[src/rtl/sc_jug_pkg.sv]
// sc_jug_pkg: shift codes shared with the player register and jug controller FSM states
package sc_jug_pkg;
  localparam logic [1:0] SHIFT_NONE  = 2'b00;
  localparam logic [1:0] SHIFT_LEFT  = 2'b01;
  localparam logic [1:0] SHIFT_RIGHT = 2'b10;
  typedef enum logic [1:0] {
    ST_IDLE = 2'b00,
    ST_FIRE = 2'b01,
    ST_HOLD = 2'b10
  } jug_state_t;
endpackage

[src/rtl/sc_sync2.sv]
// sc_sync2: two-flop synchronizer with configurable reset value
module sc_sync2 #(
  parameter logic RST_VAL = 1'b1
) (
  input  logic clk,
  input  logic rst,
  input  logic d,
  output logic q
);
  logic meta;
  always_ff @(posedge clk or posedge rst)
    if (rst) begin
      meta <= RST_VAL;
      q    <= RST_VAL;
    end else begin
      meta <= d;
      q    <= meta;
    end
endmodule

[src/rtl/sc_jugctrl.sv]
// sc_jugctrl: one shift command per button press; auto-repeat when SC_JUGCTRL_AUTOREPEAT_EN is defined
module sc_jugctrl
  import sc_jug_pkg::*;
#(
  parameter int unsigned REPEAT_DELAY  = 25000000,
  parameter int unsigned REPEAT_PERIOD = 5000000,
  parameter int unsigned CNT_WIDTH     = 25
) (
  input  logic       SC_JUGCTRL_CLOCK_50,
  input  logic       SC_JUGCTRL_RESET_InHigh,
  input  logic       SC_JUGCTRL_left_InLow,
  input  logic       SC_JUGCTRL_right_InLow,
  output logic [1:0] SC_JUGCTRL_shiftselection_OutBUS,
  output logic       SC_JUGCTRL_holding_Out
);
  logic left_s, right_s, leave, rep;
  logic [1:0] dir, dir_q, dir_d;
  jug_state_t state_q, state_d;
  sc_sync2 #(.RST_VAL(1'b1)) u_sync_left (
    .clk(SC_JUGCTRL_CLOCK_50),
    .rst(SC_JUGCTRL_RESET_InHigh),
    .d(SC_JUGCTRL_left_InLow),
    .q(left_s)
  );
  sc_sync2 #(.RST_VAL(1'b1)) u_sync_right (
    .clk(SC_JUGCTRL_CLOCK_50),
    .rst(SC_JUGCTRL_RESET_InHigh),
    .d(SC_JUGCTRL_right_InLow),
    .q(right_s)
  );
  assign dir = (!left_s && right_s) ? SHIFT_LEFT : (left_s && !right_s) ? SHIFT_RIGHT : SHIFT_NONE;
  assign leave = state_q == ST_HOLD && dir != dir_q;
`ifdef SC_JUGCTRL_AUTOREPEAT_EN
  localparam logic [CNT_WIDTH-1:0] DLY_LAST = CNT_WIDTH'(REPEAT_DELAY - 1);
  localparam logic [CNT_WIDTH-1:0] PER_LAST = CNT_WIDTH'(REPEAT_PERIOD - 1);
  logic [CNT_WIDTH-1:0] cnt_q, cnt_d;
  logic first_q, first_d;
  assign rep = state_q == ST_HOLD && !leave && cnt_q == (first_q ? DLY_LAST : PER_LAST);
  assign cnt_d = state_q == ST_HOLD ? cnt_q + CNT_WIDTH'(1) : '0;
  assign first_d = leave ? 1'b1 : rep ? 1'b0 : first_q;
  always_ff @(posedge SC_JUGCTRL_CLOCK_50 or posedge SC_JUGCTRL_RESET_InHigh)
    if (SC_JUGCTRL_RESET_InHigh) begin
      cnt_q   <= '0;
      first_q <= 1'b1;
    end else begin
      cnt_q   <= cnt_d;
      first_q <= first_d;
    end
`else
  logic unused_cfg;
  assign rep = 1'b0;
  assign unused_cfg = ^{REPEAT_DELAY, REPEAT_PERIOD, CNT_WIDTH};
`endif
  always_comb begin
    state_d = state_q == ST_IDLE ? (dir != SHIFT_NONE ? ST_FIRE : ST_IDLE) :
              state_q == ST_FIRE ? ST_HOLD :
              leave ? ST_IDLE : rep ? ST_FIRE : ST_HOLD;
    dir_d = (state_q == ST_IDLE && dir != SHIFT_NONE) ? dir : dir_q;
  end
  always_ff @(posedge SC_JUGCTRL_CLOCK_50 or posedge SC_JUGCTRL_RESET_InHigh)
    if (SC_JUGCTRL_RESET_InHigh) begin
      state_q <= ST_IDLE;
      dir_q   <= SHIFT_NONE;
    end else begin
      state_q <= state_d;
      dir_q   <= dir_d;
    end
  assign SC_JUGCTRL_shiftselection_OutBUS = state_q == ST_FIRE ? dir_q : SHIFT_NONE;
  assign SC_JUGCTRL_holding_Out = state_q == ST_HOLD;
endmodule

[config.mk]
export PLATFORM = sky130hd
export DESIGN_NAME = sc_jugctrl
export DESIGN_NICKNAME = d
export VERILOG_FILES = /design/src/rtl/sc_jug_pkg.sv /design/src/rtl/sc_sync2.sv /design/src/rtl/sc_jugctrl.sv
export SDC_FILE = /design/constraint.sdc
export NUM_CORES = 1
export LEC_CHECK = 0
export CORE_AREA = 2 2 39 41
export DETAILED_ROUTE_END_ITERATION = 16
export DIE_AREA = 0 0 41 43
export HOLD_SLACK_MARGIN = 0.05
export PLACE_DENSITY = 0.47
export SLEW_MARGIN = 40
export SYNTH_ARGS = -nofsm -noshare
export SYNTH_HDL_FRONTEND = slang
export SYNTH_SLANG_ARGS = --single-unit
export TNS_END_PERCENT = 10
[constraint.sdc]
create_clock -name SC_JUGCTRL_CLOCK_50 -period 2.3 [get_ports SC_JUGCTRL_CLOCK_50]
set_input_delay 0.23 -clock SC_JUGCTRL_CLOCK_50 [delete_from_list [all_inputs] [get_ports SC_JUGCTRL_CLOCK_50]]
set_output_delay 0.23 -clock SC_JUGCTRL_CLOCK_50 [all_outputs]
set_load 0.05 [all_outputs]
# Word level (Yosys, flattened, before mapping)
# Index checks and enable logic that the tools add are counted.
[totals]
regBits = 8
out_inout_bits = 3
wordCells = 24
[op_classes]
n_eq_ne = 3
muxes = 7
reduce_logical = 8
[op_table]
columns = ["operator", "count"]
rows = [
  ["2-bit 2-to-1 mux", 6],
  ["1-bit logical AND", 4],
  ["2-bit by 1-bit == test with 1-bit output (second input constant)", 1],
  ["2-bit == test (second input constant)", 1],
  ["1-bit zero test", 2],
  ["2-bit zero test", 1],
  ["2-bit != test", 1],
  ["2-bit nonzero test", 1],
  ["1-bit 2-to-1 mux", 1],
]

# Depth between registers and ports, before layout
# Gate-level depths: netlist (run 1).
[depth]
ltp_word = 9
depth_mapped = 4
mapped_depth_nobuf = 4

# Cells and area by module
# From an unflattened synthesis (run 1), not the netlist that was laid out.
[unflattened]
hier_cells = 24
area_unflattened_um2 = 337.8
[modules_own_cells]
columns = ["module", "n_inst", "cells_each", "area_each_um2"]
rows = [
  ["sc_jugctrl", 1, 18, 225.2],
  ["sc_sync2", 2, 3, 56.3],
]

# Least setup slack after synthesis (run 1)
# No wires, ideal clock.
[synth_path]
kind = "register to register"
start = "register u_sync_left.q"
end = "register dir_q[0]"
arrival_time_ns = 1.321
slack_ns = 0.852
path_stages_with_launch = 5
n_path_buf = 0
synth_period_minus_slack_ns = 1.448
cell_sequence = "dfstp_2 -> inv_1 -> ha_1 -> nor3_4 -> mux2_1"
[synth_between]
elab_chain_len = 5
word_cells_on_any_way = 7
classes_between = "mux: 2; reduce/logical: 5"
[synth_rtl]
columns = ["item", "line_no", "source"]
rows = [
  ["from (decl)", "sc_sync2.sv:8", "output logic q"],
  ["from (signal assigned)", "sc_sync2.sv:17", "q <= meta;"],
  ["1-bit logical AND or 1-bit zero test (tied branches)", "sc_jugctrl.sv:31", "assign dir = (!left_s && right_s) ? SHIFT_LEFT : (left_s && !right_s) ? SHIFT_RIGHT : SHIFT_NONE;"],
  ["2-bit 2-to-1 mux or 1-bit logical AND (tied branches)", "sc_jugctrl.sv:31", ""],
  ["2-bit 2-to-1 mux (*)", "sc_jugctrl.sv:31", ""],
  ["2-bit nonzero test", "sc_jugctrl.sv:58", "dir_d = (state_q == ST_IDLE && dir != SHIFT_NONE) ? dir : dir_q;"],
  ["1-bit logical AND", "sc_jugctrl.sv:58", ""],
  ["to (signal assigned)", "sc_jugctrl.sv:66", "dir_q <= dir_d;"],
  ["to (decl)", "sc_jugctrl.sv:17", "logic [1:0] dir, dir_q, dir_d;"],
]
# Mark *: on every way between the ends. The rest lies on a longest branch, timed or not.
# A chain may end at the register's enable or synchronous reset.

# Worst setup path after layout (run 1)
[layout_path]
start = "register state_q[1]"
end = "output SC_JUGCTRL_shiftselection_OutBUS[0]"
[layout_between]
elab_chain_len = 2
[layout_rtl]
columns = ["item", "line_no", "source"]
rows = [
  ["from (decl)", "sc_jugctrl.sv:18", "jug_state_t state_q, state_d;"],
  ["from (signal assigned)", "sc_jugctrl.sv:65", "state_q <= state_d;"],
  ["2-bit by 1-bit == test with 1-bit output", "sc_jugctrl.sv:68", "assign SC_JUGCTRL_shiftselection_OutBUS = state_q == ST_FIRE ? dir_q : SHIFT_NONE;"],
  ["2-bit 2-to-1 mux", "sc_jugctrl.sv:68", ""],
  ["to (decl)", "sc_jugctrl.sv:13", "output logic [1:0] SC_JUGCTRL_shiftselection_OutBUS,"],
]
# Every way passes these cells.

==> flow_metrics.tcl, run 1 <==
set metrics [dict create \
    finalHoldViolations 0 \
    layout-drive-gt1-share 0.250 \
    netlist_area_sq_um 330 \
    antenna_found_initial 0 \
    grt_usage 0.0792 \
    fillers 142 \
    grtUsageMet3 0.0471 \
    synth_top_family_by_area "simple AND/OR/NAND/NOR gates" \
    overflow 0 \
    dieArea_sq_um 1760 \
    max_cap_viol_count 0 \
    numPlacedInstances 44 \
    path_class "register to output port" \
    core_sq_um 1380 \
    cts_buffer_depth 2 \
    clock_latency_ns 0.26 \
    crit_path_max_fanout 5 \
    grt_pass1_wl_microns 821 \
    wl_per_cell_microns 8.56 \
    fin_setup_tns_ns 0 \
    post-place-ws_ns 0.646 \
    rsz0062_at_grt "no" \
    slew-limit-headroom 0.671 \
    layout.cells.non_filler 48 \
    met2_usage 0.103 \
    ys_ff_latch 8 \
    route.detailed.drc 0 \
    ios 7 \
    p_leak_nw 0.198 \
    worst_pin_slew_ns 0.492 \
    routabilityCongestion 0.644 \
    avgViaCountPerCell 3.83 \
    vias 184 \
    first_global_vias 198 \
    avgSynthCellArea_sq_um 15.0 \
    irDropWorstVdd_mv 0.326 \
    die_w_microns 41 \
    synthXorXnorAreaFrac 0.0530 \
    first_iter_violations 1 \
    setup_violations 0 \
    nets 39 \
    status "finished, final reports clean" \
    synth-simple-area-share 0.121 \
    initial_core_util 0.239 \
    cp.arrival_ns 1.70 \
    path_clk_slew_ns 0.06 \
    hold_ws_ns 0.205 \
    cts_max_level 1 \
    die_h_microns 43 \
    cts.sinks 8 \
    synthAdderAreaFrac 0.0758 \
    worstSetupEndpointType "output port" \
    rows 14 \
    met1_usage 0.0800 \
    cp.required_ns 2.07 \
    hold_path.class "input pin to asynchronous set/reset pin" \
    cts_resized 0 \
    drt_pre_antenna_iters 2 \
    cts_tree "done" \
    worst_slack_ns 0.367 \
    fin_crit_sh 0.840 \
    skew_ns 0.0135 \
    power_density_nw_per_um2 1110 \
    diodes 0 \
    muxShareOfSynthArea 0.0682 \
    numCtsBuffers 3 \
    fmaxAchievable_mhz 517 \
    wl_microns 411 \
    syn_to_final_growth_pct 32.2 \
    synth_warnings 0 \
    fin_crit_ns 1.93 \
    start_kind "register" \
    postCtsSetupBuffers 0 \
    ant_nets 0 \
    netlist_instances 22 \
    slew_violations 0 \
    grt_max_degree 9 \
    cts-root-buf "clkbuf_4" \
    synthesis.nets 28 \
    synth-compound-area-share 0.0265 \
    ys_seq_area_frac 0.621 \
    port_buffers 6 \
    hold_buffers 0 \
    busiest_layer "met2" \
    ys_types 10 \
]
## layout by cell type (no fill, tap or decap)
master	synthesis	routed
and3b_1	2	2
clkbuf_4	0	3
clkdlybuf4s50_1	0	6
clkbuf_1	0	1
dfstp_2	4	4
xnor2_1	2	2
a31o_1	1	1
ha_1	2	2
nor2b_1	1	1
nor3_4	1	1
dfrtp_1	4	4
inv_1	3	3
mux2_1	2	2
## where the power goes
| part | internal (W) | switching (W) |
|---|---|---|
| logic | 0.0000760 | 0.0000815 |
| registers | 0.000179 | 0.0000373 |
| clock network | 0.0000662 | 0.0000454 |
| total | 0.000321 | 0.000164 |
## sequential cells by signal, summed over array words and instances, names as in the netlist
signal	count
dir_q	2
state_q	2
u_sync_left.meta	1
u_sync_left.q	1
u_sync_right.meta	1
u_sync_right.q	1
## worst paths after layout
path | startpoint | endpoint | slack [ns] | cells past startpoint
setup / recovery | state_q[1] | SC_JUGCTRL_shiftselection_OutBUS[0] | 0.37 | 2
hold / removal | SC_JUGCTRL_RESET_InHigh | dir_q[1] | 0.20 | 2
hold reg to reg | u_sync_right.meta | u_sync_right.q | 0.36 | 0
min in group SC_JUGCTRL_CLOCK_50 | u_sync_right.meta | u_sync_right.q | 0.36 | 0
max in group asynchronous | SC_JUGCTRL_RESET_InHigh | u_sync_right.q | 1.80 | 2
setup reg to reg | u_sync_left.q | dir_q[0] | 0.80 | 4
## through the flow
| step | util | power (W) | instance area, sq um |
|---|---|---|---|
| final | 0.316 | 0.000485 | 437 |
| after floorplan | - | 0.000331 | 330 |
| after global placement | 0.297 | 0.000376 | 410 |
| after global routing | 0.316 | 0.000529 | 437 |
| after detailed placement | 0.297 | 0.000379 | 410 |
| after CTS | 0.316 | 0.000499 | 437 |
## worst max-delay path, stage by stage, from the launching register on
cell             delay (ns)
dfrtp_1                0.43
and3b_1                0.22
clkdlybuf4s50_1        0.79
## final cells by class
class / instances / area [sq um] / share of cell area
well taps: 16 / 20.0 / 0.0458
flip-flops and latches: 8 / 205 / 0.470
clock buffers: 4 / 26.3 / 0.0602
repair buffers: 6 / 60.1 / 0.138
inverters: 3 / 11.3 / 0.0258
multi-input cells: 11 / 114 / 0.261
## synth_stat cells
library cell	instances	area, sq um
nor2b_1	1	6.26
dfstp_2	4	105
dfrtp_1	4	100
a31o_1	1	8.76
mux2_1	2	22.5
xnor2_1	2	17.5
and3b_1	2	17.5
inv_1	3	11.3
nor3_4	1	16.3
ha_1	2	25.0
## cell families after synthesis
kind of cell,Yosys count
multiplexers,2
XOR/XNOR,2
buffers and inverters,3
AND/OR/NAND/NOR,4
flip-flops,8
AO/OA/AOI/OAI,1
adder cells (fa/ha/maj),2
## per-layer routing
layer | part of all wire | routed length, microns | vias up
met1 | 0.37 | 154 | 85
li1 | - | - | 92
met3 | 0.063 | 26 | 0
met4 | 0 | 0 | 0
met5 | 0 | 0 | -
met2 | 0.56 | 231 | 7
(Power assumes the default switching activity.)
==> inputs of run 2 (changes only) <==
--- a/config.mk
+++ b/config.mk
@@ -9,7 +9,7 @@
 export DETAILED_ROUTE_END_ITERATION = 16
 export DIE_AREA = 0 0 41 43
 export HOLD_SLACK_MARGIN = 0.05
-export PLACE_DENSITY = 0.47
+export PLACE_DENSITY = 0.48
 export SLEW_MARGIN = 40
 export SYNTH_ARGS = -nofsm -noshare
 export SYNTH_HDL_FRONTEND = slang
==> constraint.sdc (replaced) <==
create_clock -name SC_JUGCTRL_CLOCK_50 -period 1.75 [get_ports SC_JUGCTRL_CLOCK_50]
set_input_delay 0.175 -clock SC_JUGCTRL_CLOCK_50 [delete_from_list [all_inputs] [get_ports SC_JUGCTRL_CLOCK_50]]
set_output_delay 0.175 -clock SC_JUGCTRL_CLOCK_50 [all_outputs]
set_load 0.05 [all_outputs]
==> run 2 against run 1 <==
Effect of this change:
- power increased by 30%
- global-route usage decreased by 0.30 points
- clock skew decreased by 0.0033 ns
- critical path type is now register to register
- critical endpoint is now dir_q[1]
==> flow_metrics.tcl, run 2 (synthesized netlist as in run 1, its figures left out) <==
set metrics [dict create \
    status "finished, final reports clean" \
    path_class "register to register" \
    clock_latency_ns 0.25 \
    path_clk_slew_ns 0.06 \
    ant_nets 0 \
    fin_crit_ns 1.49 \
    irDropWorstVdd_mv 0.394 \
    fmaxAchievable_mhz 671 \
    cts-root-buf "clkbuf_4" \
    power_density_nw_per_um2 1470 \
    finalHoldViolations 0 \
    antenna_found_initial 0 \
    cts_resized 0 \
    fillers 140 \
    crit_chain "inv_1 > ha_1 > nor3_4 > mux2_1" \
    wl_microns 402 \
    skew_ns 0.0102 \
    grt_max_degree 9 \
    grt_usage 0.0761 \
    nets 39 \
    finalPower_w 0.000631 \
    rsz0062_at_grt "no" \
    syn_to_final_growth_pct 29.9 \
    start_kind "register" \
    initial_core_util 0.239 \
    cts_max_level 1 \
    post-dp-hpwl_microns 327 \
    ios 7 \
    dieArea_sq_um 1760 \
    setup_violations 0 \
    vias 181 \
    max_cap_viol_count 0 \
    numCtsBuffers 3 \
    core_sq_um 1380 \
    cts_tree "done" \
    first_global_vias 191 \
    routabilityCongestion 0.605 \
    cts_buffer_depth 2 \
    crit_path_max_fanout 3 \
    overflow 0 \
    top_regs "dir_q x2, state_q x2" \
    die_w_microns 41 \
    worstSetupEndpointType "register" \
    hold_path.class "input pin to asynchronous set/reset pin" \
    port_buffers 6 \
    postCtsSetupBuffers 0 \
    worst_pin_slew_ns 0.292 \
    critPathMaxStageDelay_ns 0.52 \
    slowest_stage "dfstp_2" \
    cts.sinks 8 \
    first_iter_violations 0 \
    seqCellArea_sq_um 205 \
    fin_crit_sh 0.852 \
    diodes 0 \
    fin_setup_tns_ns 0 \
    grt_pass1_wl_microns 786 \
    rows 14 \
    layout-drive-gt1-share 0.344 \
    multi_input_area_sq_um 114 \
    cp_top_family "flip-flops" \
    cp.required_ns 1.87 \
    slew_violations 0 \
    wl_per_cell_microns 8.38 \
    final_cell_mix "4 x dfrtp_1, 4 x dfstp_2" \
    die_h_microns 43 \
    hold_buffers 0 \
    route.detailed.drc 0 \
    cp.arrival_ns 1.62 \
    cp_num_buf_inv 1 \
    p_leak_nw 0.204 \
    slew-limit-headroom 0.805 \
    drt_pre_antenna_iters 1 \
    avgViaCountPerCell 3.77 \
]
==> run 2: layout make-up <==
class | instances | area share
Inverter | 3 | 0.0262
Tap cell | 16 | 0.0466
Sequential cell | 8 | 0.478
Clock buffer | 4 | 0.0612
Timing Repair Buffer | 6 | 0.122
Multi-Input combinational cell | 11 | 0.265
==> run 2: path summary, 6_finish.rpt <==
kind                                                 from                 to  slack [ns]  cells after the start
min reg2reg                              u_sync_left.meta      u_sync_left.q        0.36                      0
min                               SC_JUGCTRL_RESET_InHigh           dir_q[0]        0.16                      2
max reg2reg                                 u_sync_left.q           dir_q[1]        0.26                      4
min in group SC_JUGCTRL_CLOCK_50   SC_JUGCTRL_right_InLow  u_sync_right.meta        0.32                      1
max in group asynchronous         SC_JUGCTRL_RESET_InHigh      u_sync_left.q        1.30                      2
max                                         u_sync_left.q           dir_q[1]        0.26                      4
==> run 2: power by group <==
group / total [W] / leakage, nW / internal [W] / switching (W)
registers: 0.000283 / 0.0932 / 0.000235 / 0.0000482
logic: 0.000200 / 0.0954 / 0.0000932 / 0.000106
clock network: 0.000148 / 0.0150 / 0.0000871 / 0.0000612
==> run 2: per-layer routing <==
metal  share of wire  up-vias  track usage
met1            0.40       82       0.0767
li1                -       92            -
met5               0        -            0
met4               0        0        0.100
met3           0.075        0       0.0314
met2            0.52        7       0.0969
==> run 2: worst reg2reg max path: cells and delay by family (launching register included) <==
family / cells / cell delay (ns)
simple gates: 1 / 0.16
mux: 1 / 0.34
fa+ha+maj: 1 / 0.31
flops: 1 / 0.52
buf+inv: 1 / 0.04
==> run 2: stage by stage <==
step           utilization  instances  instance area, sq um  hold slack, ns  setup WS [ns]
2_1_floorplan            -         22                   330         -0.0122          0.302
3_3_place_gp         0.291         44                   403           0.346          0.245
3_5_place_dp         0.291         44                   403           0.349          0.239
4_1_cts              0.310         48                   429           0.163          0.238
5_1_grt              0.310         48                   429           0.176          0.166
6_report             0.310         48                   429           0.157          0.259
==> inputs of run 3 (changes only) <==
--- a/config.mk
+++ b/config.mk
@@ -9,7 +9,7 @@
 export DETAILED_ROUTE_END_ITERATION = 16
 export DIE_AREA = 0 0 41 43
 export HOLD_SLACK_MARGIN = 0.05
-export PLACE_DENSITY = 0.48
+export PLACE_DENSITY = 0.47
 export SLEW_MARGIN = 40
 export SYNTH_ARGS = -nofsm -noshare
 export SYNTH_HDL_FRONTEND = slang
==> constraint.sdc (replaced) <==
create_clock -name SC_JUGCTRL_CLOCK_50 -period 1.7 [get_ports SC_JUGCTRL_CLOCK_50]
set_input_delay 0.17 -clock SC_JUGCTRL_CLOCK_50 [delete_from_list [all_inputs] [get_ports SC_JUGCTRL_CLOCK_50]]
set_output_delay 0.17 -clock SC_JUGCTRL_CLOCK_50 [all_outputs]
set_load 0.05 [all_outputs]
==> run 3 against run 2 <==
Effect of this change:
- non-clock buffer count unchanged
- utilization is 1.5 points higher
- worst hold slack got worse by 0.0022 ns
- design area is 5.0% higher
- count of clock-buffer cells in the layout down 1
- via count increased by 6.6%
- die area did not move
- power is 5.8% higher
- routed wire length is 23% higher
- first-iteration DRC count is 1 higher
- highest routed layer is now met4
- register-to-register slack got worse by 0.08 ns
- sequential power is 4% higher
- largest power group unchanged
==> flow_metrics.tcl, run 3 (synthesized netlist as in run 1, its figures left out) <==
set metrics [dict create \
    cts_resized 0 \
    routabilityCongestion 0.664 \
    cp.required_ns 1.83 \
    cts.sinks 8 \
    clock_latency_ns 0.25 \
    status "finished, final reports clean" \
    skew_ns 0.000254 \
    ios 7 \
    first_global_vias 215 \
    ant_nets 0 \
    setup_violations 0 \
    die_w_microns 41 \
    r2r-start "u_sync_left.q" \
    cp.arrival_ns 1.65 \
    diodes 0 \
    avgViaCountPerCell 4.11 \
    irDropWorstVdd_mv 0.521 \
    postCtsSetupBuffers 0 \
    initial_core_util 0.239 \
    final_cell_mix "4 x dfrtp_1, 4 x dfstp_2, 3 x inv_1, 3 x clkbuf_4, 3 x clkdlybuf4s50_1" \
    pwr-share-clk 0.213 \
    fmaxAchievable_mhz 656 \
    nets 39 \
    hold_buffers 0 \
    p_leak_nw 0.208 \
    grt_max_degree 9 \
    rows 14 \
    fillers 144 \
    dieArea_sq_um 1760 \
    core_sq_um 1380 \
    rsz0062_at_grt "no" \
    cts_max_level 1 \
    wl_per_cell_microns 10.6 \
    fin_setup_tns_ns 0 \
    seqCellArea_sq_um 205 \
    port_buffers 6 \
    p_sw_w 0.000230 \
    worst_slack_ns 0.177 \
    post-place-ws_ns 0.196 \
    drt_pre_antenna_iters 2 \
    start_kind "register" \
    top_regs "dir_q x2, state_q x2" \
    slew_violations 0 \
    layout-drive-gt1-share 0.355 \
    multi_input_area_sq_um 114 \
    cts_tree "done" \
    pwr-share-comb 0.346 \
    syn_to_final_growth_pct 36.4 \
    fin_crit_sh 0.896 \
    max_cap_viol_count 0 \
    route.detailed.drc 0 \
    worst_pin_slew_ns 0.285 \
    hold_path.class "input pin to asynchronous set/reset pin" \
    grt_pass1_wl_microns 828 \
    power_density_nw_per_um2 1480 \
    p_sw_frac 0.344 \
    path_class "register to register" \
    vias 193 \
    crit_path_max_fanout 3 \
    worstSetupEndpointType "register" \
    grt_usage 0.0822 \
    pwr-share-seq 0.441 \
    worst_r2r_path_depth 4 \
    ff2ff_setup_slack_ns 0.18 \
    path_clk_slew_ns 0.05 \
    die_h_microns 43 \
    p_int_w 0.000438 \
    r2r_end "dir_q[1]" \
    finalHoldViolations 0 \
    crit_path_start "u_sync_left.q" \
    fin_crit_ns 1.52 \
    overflow 0 \
    wl_microns 496 \
    antenna_found_initial 0 \
    slew-limit-headroom 0.810 \
    numCtsBuffers 3 \
    cts-root-buf "clkbuf_4" \
    cts_buffer_depth 2 \
    first_iter_violations 1 \
]
## run 3: changes by cell type in the layout (fill, tap and decap cells not counted)
cell / previous run / this run
clkbuf_1: 1 / 0
buf_12: 0 / 2
buf_4: 3 / 1
## run 3: layout make-up
cell class / count / share of cell area
flip-flops and latches: 8 / 0.456
multi-input cells: 11 / 0.253
repair buffers: 6 / 0.172
clock buffers: 3 / 0.0500
well taps: 16 / 0.0444
inverters: 3 / 0.0250
## run 3: layer usage
layer,share of wire,track usage,up-vias
li1,-,-,91
met1,0.40,0.0767,93
met2,0.50,0.106,7
met3,0.075,0.0471,2
met4,0.020,0.100,0
met5,0,0,-
## run 3: critical path, cell delays in order (launching register included)
cell,delay [ns]
dfstp_2,0.53
inv_1,0.04
ha_1,0.32
nor3_4,0.17
mux2_1,0.35
## run 3: how the worst max path moves through the flow
| stage | endpoint | slack, ns | cells past startpoint |
|---|---|---|---|
| after floorplan | dir_q[0] | 0.25 | 4 |
| after global placement | dir_q[0] | 0.22 | 4 |
| after detailed placement | dir_q[1] | 0.20 | 4 |
| after CTS | dir_q[1] | 0.17 | 4 |
| after global routing | dir_q[1] | 0.13 | 4 |
| final | dir_q[1] | 0.18 | 4 |
## run 3: stage by stage
step | std cells | hold slack (ns) | total power (W) | utilization | instance area [sq um]
final | 47 | 0.155 | 0.000668 | 0.325 | 450
after global routing | 47 | 0.192 | 0.000712 | 0.325 | 450
after CTS | 47 | 0.162 | 0.000683 | 0.325 | 450
after detailed placement | 44 | 0.349 | 0.000535 | 0.309 | 428
after global placement | 44 | 0.347 | 0.000528 | 0.309 | 428
after floorplan | 22 | -0.0172 | 0.000448 | - | 330
## run 3: power groups by stage
stage                     clock network (W)  logic, W  registers [W]
final                              0.000142  0.000231       0.000295
after CTS                          0.000149  0.000236       0.000298
after global routing               0.000158  0.000248       0.000306
after detailed placement                  0  0.000235       0.000300
after floorplan                           0  0.000162       0.000286
after global placement                    0  0.000230       0.000297
